**src/rtl/icache_assoc.sv**
```systemverilog
// Set-associative (1- or 2-way) instruction cache with LRU replacement.
// It fetches a whole line word by word from memory on a miss and never writes data back.
module icache_assoc #(
  parameter int SETS     = 8,
  parameter int WAYS     = 2,
  parameter int BLKWORDS = 2
) (
  input  logic        CLK,
  input  logic        nRST,
  input  logic        imemREN,
  input  logic [31:0] imemaddr,
  input  logic        pcRST,
  output logic        ihit,
  output logic [31:0] imemload,
  output logic        iREN,
  output logic [31:0] iaddr,
  input  logic        iwait,
  input  logic [31:0] iload
);

  localparam int OFFW = $clog2(BLKWORDS);
  localparam int OFFS = (OFFW == 0) ? 1 : OFFW;
  localparam int IDXW = $clog2(SETS);
  localparam int TAGW = 30 - OFFW - IDXW;

  typedef enum logic [1:0] {S_IDLE = 2'd0, S_FETCH = 2'd1, S_FILL = 2'd2} state_t;

  state_t            r_state;
  logic [OFFS-1:0]   r_cnt;
  logic [31:0]       r_base;
  logic [31:0]       r_buf   [BLKWORDS];
  logic              r_valid [WAYS][SETS];
  logic [TAGW-1:0]   r_tag   [WAYS][SETS];
  logic [31:0]       r_data  [WAYS][SETS][BLKWORDS];
  // r_lru names the least recently used way of each set
  logic              r_lru   [SETS];

  logic [29:0]       w_word;
  logic [OFFS-1:0]   w_off;
  logic [IDXW-1:0]   w_idx;
  logic [TAGW-1:0]   w_tag;
  logic [IDXW-1:0]   w_fidx;
  logic [TAGW-1:0]   w_ftag;
  logic              w_match;
  logic              w_hit_way;
  logic [31:0]       w_hit_data;
  logic              w_victim;
  logic              w_unused;

  assign w_word   = imemaddr[31:2];
  assign w_off    = OFFS'(w_word & 30'(BLKWORDS - 1));
  assign w_idx    = IDXW'(w_word >> OFFW);
  assign w_tag    = imemaddr[31 -: TAGW];
  assign w_fidx   = IDXW'(r_base[31:2] >> OFFW);
  assign w_ftag   = r_base[31 -: TAGW];
  assign w_unused = &{1'b0, imemaddr[1:0]};

  // Tag compare across ways; the lowest matching way wins.
  always_comb begin
    w_match    = 1'b0;
    w_hit_way  = 1'b0;
    w_hit_data = 32'h0;
    for (int w = 0; w < WAYS; w++) begin
      if (r_valid[w][w_idx] && (r_tag[w][w_idx] == w_tag) && !w_match) begin
        w_match    = 1'b1;
        w_hit_way  = 1'(w);
        w_hit_data = r_data[w][w_idx][w_off];
      end else begin
        w_match    = w_match;
      end
    end
  end

  // Victim for the line being filled: first invalid way, otherwise LRU.
  always_comb begin
    w_victim = 1'b0;
    if (WAYS == 1) begin
      w_victim = 1'b0;
    end else if (!r_valid[0][w_fidx]) begin
      w_victim = 1'b0;
    end else if (!r_valid[WAYS-1][w_fidx]) begin
      w_victim = 1'b1;
    end else begin
      w_victim = r_lru[w_fidx];
    end
  end

  assign ihit     = imemREN && !pcRST && w_match;
  assign imemload = ihit ? w_hit_data : 32'h0;
  assign iREN     = (r_state == S_FETCH);
  assign iaddr    = iREN ? (r_base + (32'(r_cnt) << 2)) : 32'h0;

  // Miss FSM, line buffer, tag/data arrays and LRU state.
  always_ff @(posedge CLK or negedge nRST) begin
    if (!nRST) begin
      r_state <= S_IDLE;
      r_cnt   <= '0;
      r_base  <= 32'h0;
      for (int b = 0; b < BLKWORDS; b++) r_buf[b] <= 32'h0;
      for (int s = 0; s < SETS; s++) begin
        r_lru[s] <= 1'b0;
        for (int w = 0; w < WAYS; w++) begin
          r_valid[w][s] <= 1'b0;
          r_tag[w][s]   <= '0;
          for (int b = 0; b < BLKWORDS; b++) r_data[w][s][b] <= 32'h0;
        end
      end
    end else begin
      if (ihit && (WAYS == 2)) begin
        r_lru[w_idx] <= ~w_hit_way;
      end else begin
        r_lru[w_idx] <= r_lru[w_idx];
      end
      case (r_state)
        S_IDLE: begin
          if (imemREN && !pcRST && !w_match) begin
            r_base  <= imemaddr & ~32'(BLKWORDS * 4 - 1);
            r_cnt   <= '0;
            r_state <= S_FETCH;
          end else begin
            r_state <= S_IDLE;
          end
        end
        S_FETCH: begin
          // A flush abandons the line; the buffer is simply overwritten next time.
          if (pcRST) begin
            r_state <= S_IDLE;
          end else if (!iwait) begin
            r_buf[r_cnt] <= iload;
            if (r_cnt == OFFS'(BLKWORDS - 1)) begin
              r_state <= S_FILL;
            end else begin
              r_cnt <= r_cnt + 1'b1;
            end
          end else begin
            r_state <= S_FETCH;
          end
        end
        S_FILL: begin
          r_valid[w_victim][w_fidx] <= 1'b1;
          r_tag[w_victim][w_fidx]   <= w_ftag;
          for (int b = 0; b < BLKWORDS; b++) r_data[w_victim][w_fidx][b] <= r_buf[b];
          if (WAYS == 2) begin
            r_lru[w_fidx] <= ~w_victim;
          end else begin
            r_lru[w_fidx] <= 1'b0;
          end
          r_state <= S_IDLE;
        end
        default: r_state <= S_IDLE;
      endcase
    end
  end

endmodule

```
**config.mk**
```make
export PLATFORM = sky130hd
export DESIGN_NAME = icache_assoc
export DESIGN_NICKNAME = d
export VERILOG_FILES = /design/src/rtl/icache_assoc.sv
export SDC_FILE = /design/constraint.sdc
export NUM_CORES = 2
export LEC_CHECK = 0
export CORE_MARGIN = 4
export CORE_UTILIZATION = 40
export DETAILED_ROUTE_END_ITERATION = 7
export SYNTH_ARGS = -nofsm -noshare
export SYNTH_HDL_FRONTEND = slang
export SYNTH_SLANG_ARGS = --single-unit
```
**constraint.sdc**
```tcl
create_clock -name CLK -period 9.5 [get_ports CLK]
set_input_delay 1.9 -clock CLK [delete_from_list [all_inputs] [get_ports CLK]]
set_output_delay 1.9 -clock CLK [all_outputs]
set_load 0.01 [all_outputs]
```
**Word-level counts from Yosys, hierarchy flattened**

Cells that the tools add are included.

- Register bits: 1560
- Bits of input ports: 69
- Output and inout bits: 66
- Word-level logic and storage cells: 208

- Add/sub/neg operators: 2
- Order comparisons: 9
- Equality and inequality tests: 8
- Mux-type cells: 84
- Bitwise gates (word level): 10
- Reductions and logical operators: 18

Operators by type and width:

| kind | number |
|---|---|
| 1024-bit bitwise mux | 2 |
| 512-bit demux with 1-bit select | 2 |
| 512-bit 2-to-1 mux | 2 |
| 416-bit bitwise mux | 1 |
| 64-bit binary-select mux with 3-bit select | 2 |
| 64-bit demux with 3-bit select | 2 |
| 32-bit 2-to-1 mux | 12 |
| 64-bit 2-to-1 mux | 5 |
| 208-bit demux with 1-bit select | 1 |
| 208-bit 2-to-1 mux | 1 |
| 26-bit binary-select mux with 3-bit select | 2 |
| 26-bit 2-to-1 mux | 5 |
| 26-bit demux with 3-bit select | 1 |
| 64-bit bitwise mux | 1 |
| 26-bit == test | 2 |
| 32-bit by 3-bit adder with 32-bit output | 1 |
| 32-bit demux with 1-bit select | 1 |
| 8-bit bitwise mux | 3 |
| 1-bit 2-to-1 mux | 24 |
| 8-bit 2-to-1 mux | 3 |
| 1-bit binary-select mux with 3-bit select | 6 |
| 16-bit OR | 1 |
| 1-bit logical AND | 10 |
| 8-bit demux with 1-bit select | 1 |
| 22 further kinds | 40 |

**Longest topological paths before layout**

- Depth after elaboration: 15
- Mapped depth: 16

**Least setup slack after synthesis**

OpenSTA, ideal clock, no wires.

- Path type: input port to output port
- From: input port imemaddr[4]
- To: output port imemload[12]
- Data arrival time: 4674 ps
- Data required time: 7600 ps
- Slack: 2926 ps
- Stages: 14
- Path through: buf_4 buf_4 buf_2 buf_6 buf_4 mux4_2 mux2i_1 xor2_1 nand3_1 nor4_2 nand4_2 clkbuf_2 or3_1 a21oi_1

- Word-level cells in the longest chain between the ends: 12
- Elaborated cells between the ends (all ways): 37

RTL lines:

| what | RTL line | source |
|---|---|---|
| from (decl) | 11 | `input logic [31:0] imemaddr,` |
| 3-bit NOT with 4-bit output (implied by the code) (*) | 64, 67 |  |
| 26-bit binary-select mux with 3-bit select | 64 | `if (r_valid[w][w_idx] && (r_tag[w][w_idx] == w_tag) && !w_match) begin` |
| 26-bit 2-to-1 mux (implied by the code) (2 in series) | 64 |  |
| 26-bit == test | 64 |  |
| 1-bit logical AND | 64 |  |
| 1-bit 2-to-1 mux | 64 |  |
| 1-bit zero test | 64 |  |
| 1-bit logical AND | 64 |  |
| 1-bit 2-to-1 mux | 64 |  |
| 1-bit logical AND | 88 | `assign ihit = imemREN && !pcRST && w_match;` |
| 32-bit 2-to-1 mux (*) | 89 | `assign imemload = ihit ? w_hit_data : 32'h0;` |
| to (decl) | 14 | `output logic [31:0] imemload,` |

Every way passes the cells marked *; elsewhere a longest branch is shown, timed or not. The select of a mux whose other input is x is not followed.

**Final worst setup path**

- From: input port imemaddr[3]
- To: output port imemload[5]

Same word-level chain as after synthesis.

==> results.tsv <==
metric	value	unit
status	completed	
drt wl/cell	27.97	µm
largest net degree at the start of global routing	167	
top post-synthesis cells by area	dfrtp_1, mux2_2, o22ai_1, mux4_2, clkbuf_1	
Tmin final	8936	ps
Final Max Slew Viols	0	
DP Wirelength	118700	µm
Clock Skews	27.30	ps
Routed Antenna Nets	0	
Max-Cap Viols	0	
commonest non-fill, non-tap cells in the layout	mux2_2, dfrtp_1, o22ai_1	
fin worst setup slack	563.7	ps
Die X	424.5	µm
GRT Util Overall	22.98	%
Worst Path Max Fanout	43	
Fillers	15400	
static leakage	37.99	nW
Max H-tree Level	4	
# DRC	0	
cts hold-fix bufs	0	
Vias/cell	5.854	
top-area cell type share of the netlist area	56.27	%
vias in the first global route	45780	
Final Hold Fails	0	
Worst R2R Setup Slack	4730	ps
Avg Cell Area, Syn	13.77	µm²
register bit total from synthesis	1560	
IO Pins	135	
Clock transition at path regs	60	ps
required time of the critical path	7600	ps
cell area after synthesis	0.06938	mm²
# setup viols final	0	
RR Endpoint	r_data[759]$_DFFE_PN0P_	
Gate Count Post-Synth	5038	
via count	43720	
post-place setup slack	644.4	ps
unique cell type count in the Yosys netlist	66	
CP Launch Type	input port	
Worst Setup SP	imemaddr[3]	
Setup crit end	imemload[5]	
maximum vdd drop	0.1391	mV
Clk Latency, worst-skew pair	810	ps
Starting Density	40.31	%
number of setup buffers added after CTS	0	
top_reg_cell synth	dfrtp_1	
number of flops mapped to enable cells by yosys	0	
GPL Wtd Cong	0.7607	
fin nets	5087	
R2R Path Start	r_base[3]$_DFFE_PN0P_	
Synth area leader	dfrtp_1	
initial antenna violation count	7	
share of layout cells above drive strength 1	41.85	%
yosys warns	0	
Starting DRT DRC Count	3345	
Max Fclk	0.1119	GHz
Final Cycle Share	94.07	%
first-pass GRT wire length	310600	µm
PostCTS Resize Cnt	0	
P&R area growth vs syn	13.13	%
CTS max path bufs	3	
DIE AREA	0.1802	mm²
PwrDens	205.3	mW/mm²
CTS Sinks	1560	
RSZ-0062 raised after global routing	false	
register area share after synthesis	56.27	%
CTS root buffer	clkbuf_16	
area of the multi-input gates	0.02844	mm²
hold crit path type	reg2reg	
setup tns final	0	ps
worst slew pin tran	1251	ps
Overflow after GRT	0	
Setup CP Type	in2out	
FP Rows	152	
Critical Path AT	7040	ps
critical path capture point type	output pin	
Slew Limit Headroom	16.63	%
commonest non-fill, non-tap cell in the layout	mux2_2	
Die Ht	424.5	µm
Worst Reg-to-Reg Cells	9	
sequential cell area	0.03904	mm²
Num CTS Buffers	164	
port buffer count	130	
ys async rst share	100.0	%
core footprint	0.1721	mm²
total wire length	208900	µm
CTS tree	done	
total iterations of the first detailed-routing run	5	
[cells in the mapped netlist (14+ instances only)]
| library cell | count |
|---|---|
| a211oi_1 | 17 |
| a21oi_1 | 109 |
| a31oi_1 | 23 |
| and2_1 | 36 |
| buf_1 | 34 |
| buf_2 | 73 |
| buf_4 | 20 |
| clkbuf_1 | 320 |
| dfrtp_1 | 1560 |
| mux2_2 | 1639 |
| mux2i_1 | 92 |
| mux4_2 | 65 |
| nand2_1 | 30 |
| nand2b_1 | 24 |
| nand3_1 | 17 |
| nor2_1 | 163 |
| nor3_1 | 22 |
| nor4_1 | 46 |
| o21ai_0 | 78 |
| o221ai_1 | 52 |
| o22ai_1 | 359 |
| or2_2 | 14 |
| or3_1 | 47 |
| or4_1 | 19 |
| xnor2_1 | 14 |
| xor2_1 | 18 |
[worst max-delay path, cell delays in order]
cell and delay [ps]:
clkbuf_8 430, buf_4 290, nor2b_1 570, a22oi_1 250, a21o_1 210, a2111oi_0 350
and4_1 360, nand4_4 580, or3_1 590, a21oi_1 650, clkdlybuf4s50_1 780
[sequential cells by signal (all words and copies together), names as in the netlist]
register	count
r_state	2
r_buf	64
r_data	1024
r_base	29
r_tag	416
r_lru	8
r_valid	16
r_cnt	1
[power by group]
group | internal (mW) | switching [mW]
Combinational | 0.784 | 0.725
Sequential | 7.17 | 0.973
Clock | 3.71 | 2.75
Total | 11.7 | 4.45
[how the worst min path moves through the flow]
stage                     slack [ps]                    start  cells after the start                 endpoint
final                            490  r_valid[12]$_DFFE_PN0N_                      1  r_valid[12]$_DFFE_PN0N_
after global routing             510   r_valid[8]$_DFFE_PN0N_                      1   r_valid[8]$_DFFE_PN0N_
after CTS                        490   r_valid[7]$_DFFE_PN0N_                      1   r_valid[7]$_DFFE_PN0N_
after detailed placement         480  r_valid[12]$_DFFE_PN0N_                      1  r_valid[12]$_DFFE_PN0N_
after global placement           470   r_valid[1]$_DFFE_PN0N_                      1   r_valid[1]$_DFFE_PN0N_
after floorplan                  450   r_valid[8]$_DFFE_PN0N_                      1   r_valid[8]$_DFFE_PN0N_
[stage by stage]
stage	area, µm²	total power, mW	util (%)	cells	hold slack (ps)
6_report	78490	16.11	45.60	7468	494.5
5_1_grt	78480	16.76	45.60	7465	506.5
4_1_cts	78480	16.25	45.60	7464	489.8
3_5_place_dp	73050	9.770	42.44	7162	476.3
3_3_place_gp	73050	9.697	42.44	7162	470.2
2_1_floorplan	69380	8.933	-	5039	446.1
[per-layer routing]
metal  global-route usage [%]  wire length [µm]
met3                    3.303              9841
met2                    37.57             99810
met5                        0                13
met4                    7.631              6856
met1                    31.54             92350
[cell type report]
cell class	instances	area share, %
Antenna cell	4	0.01275
Sequential cell	1560	49.74
Inverter	12	0.05739
Clock inverter	48	0.6855
Tap cell	2310	3.682
Clock buffer	254	6.234
Multi-Input combinational cell	3005	36.24
Timing Repair Buffer	275	3.356
[kinds of logic after synthesis]
family | Yosys count | synth area share, %
muxes | 1806 | 30.42
DFF | 1560 | 56.27
AOI/OAI and AO/OA | 709 | 6.492
buffers and inverters | 474 | 2.985
and+or+nand+nor | 456 | 3.428
xor gates and xnor gates | 32 | 0.4040
other | 1 | 0.005405
Power figures use the tool's default switching activity.
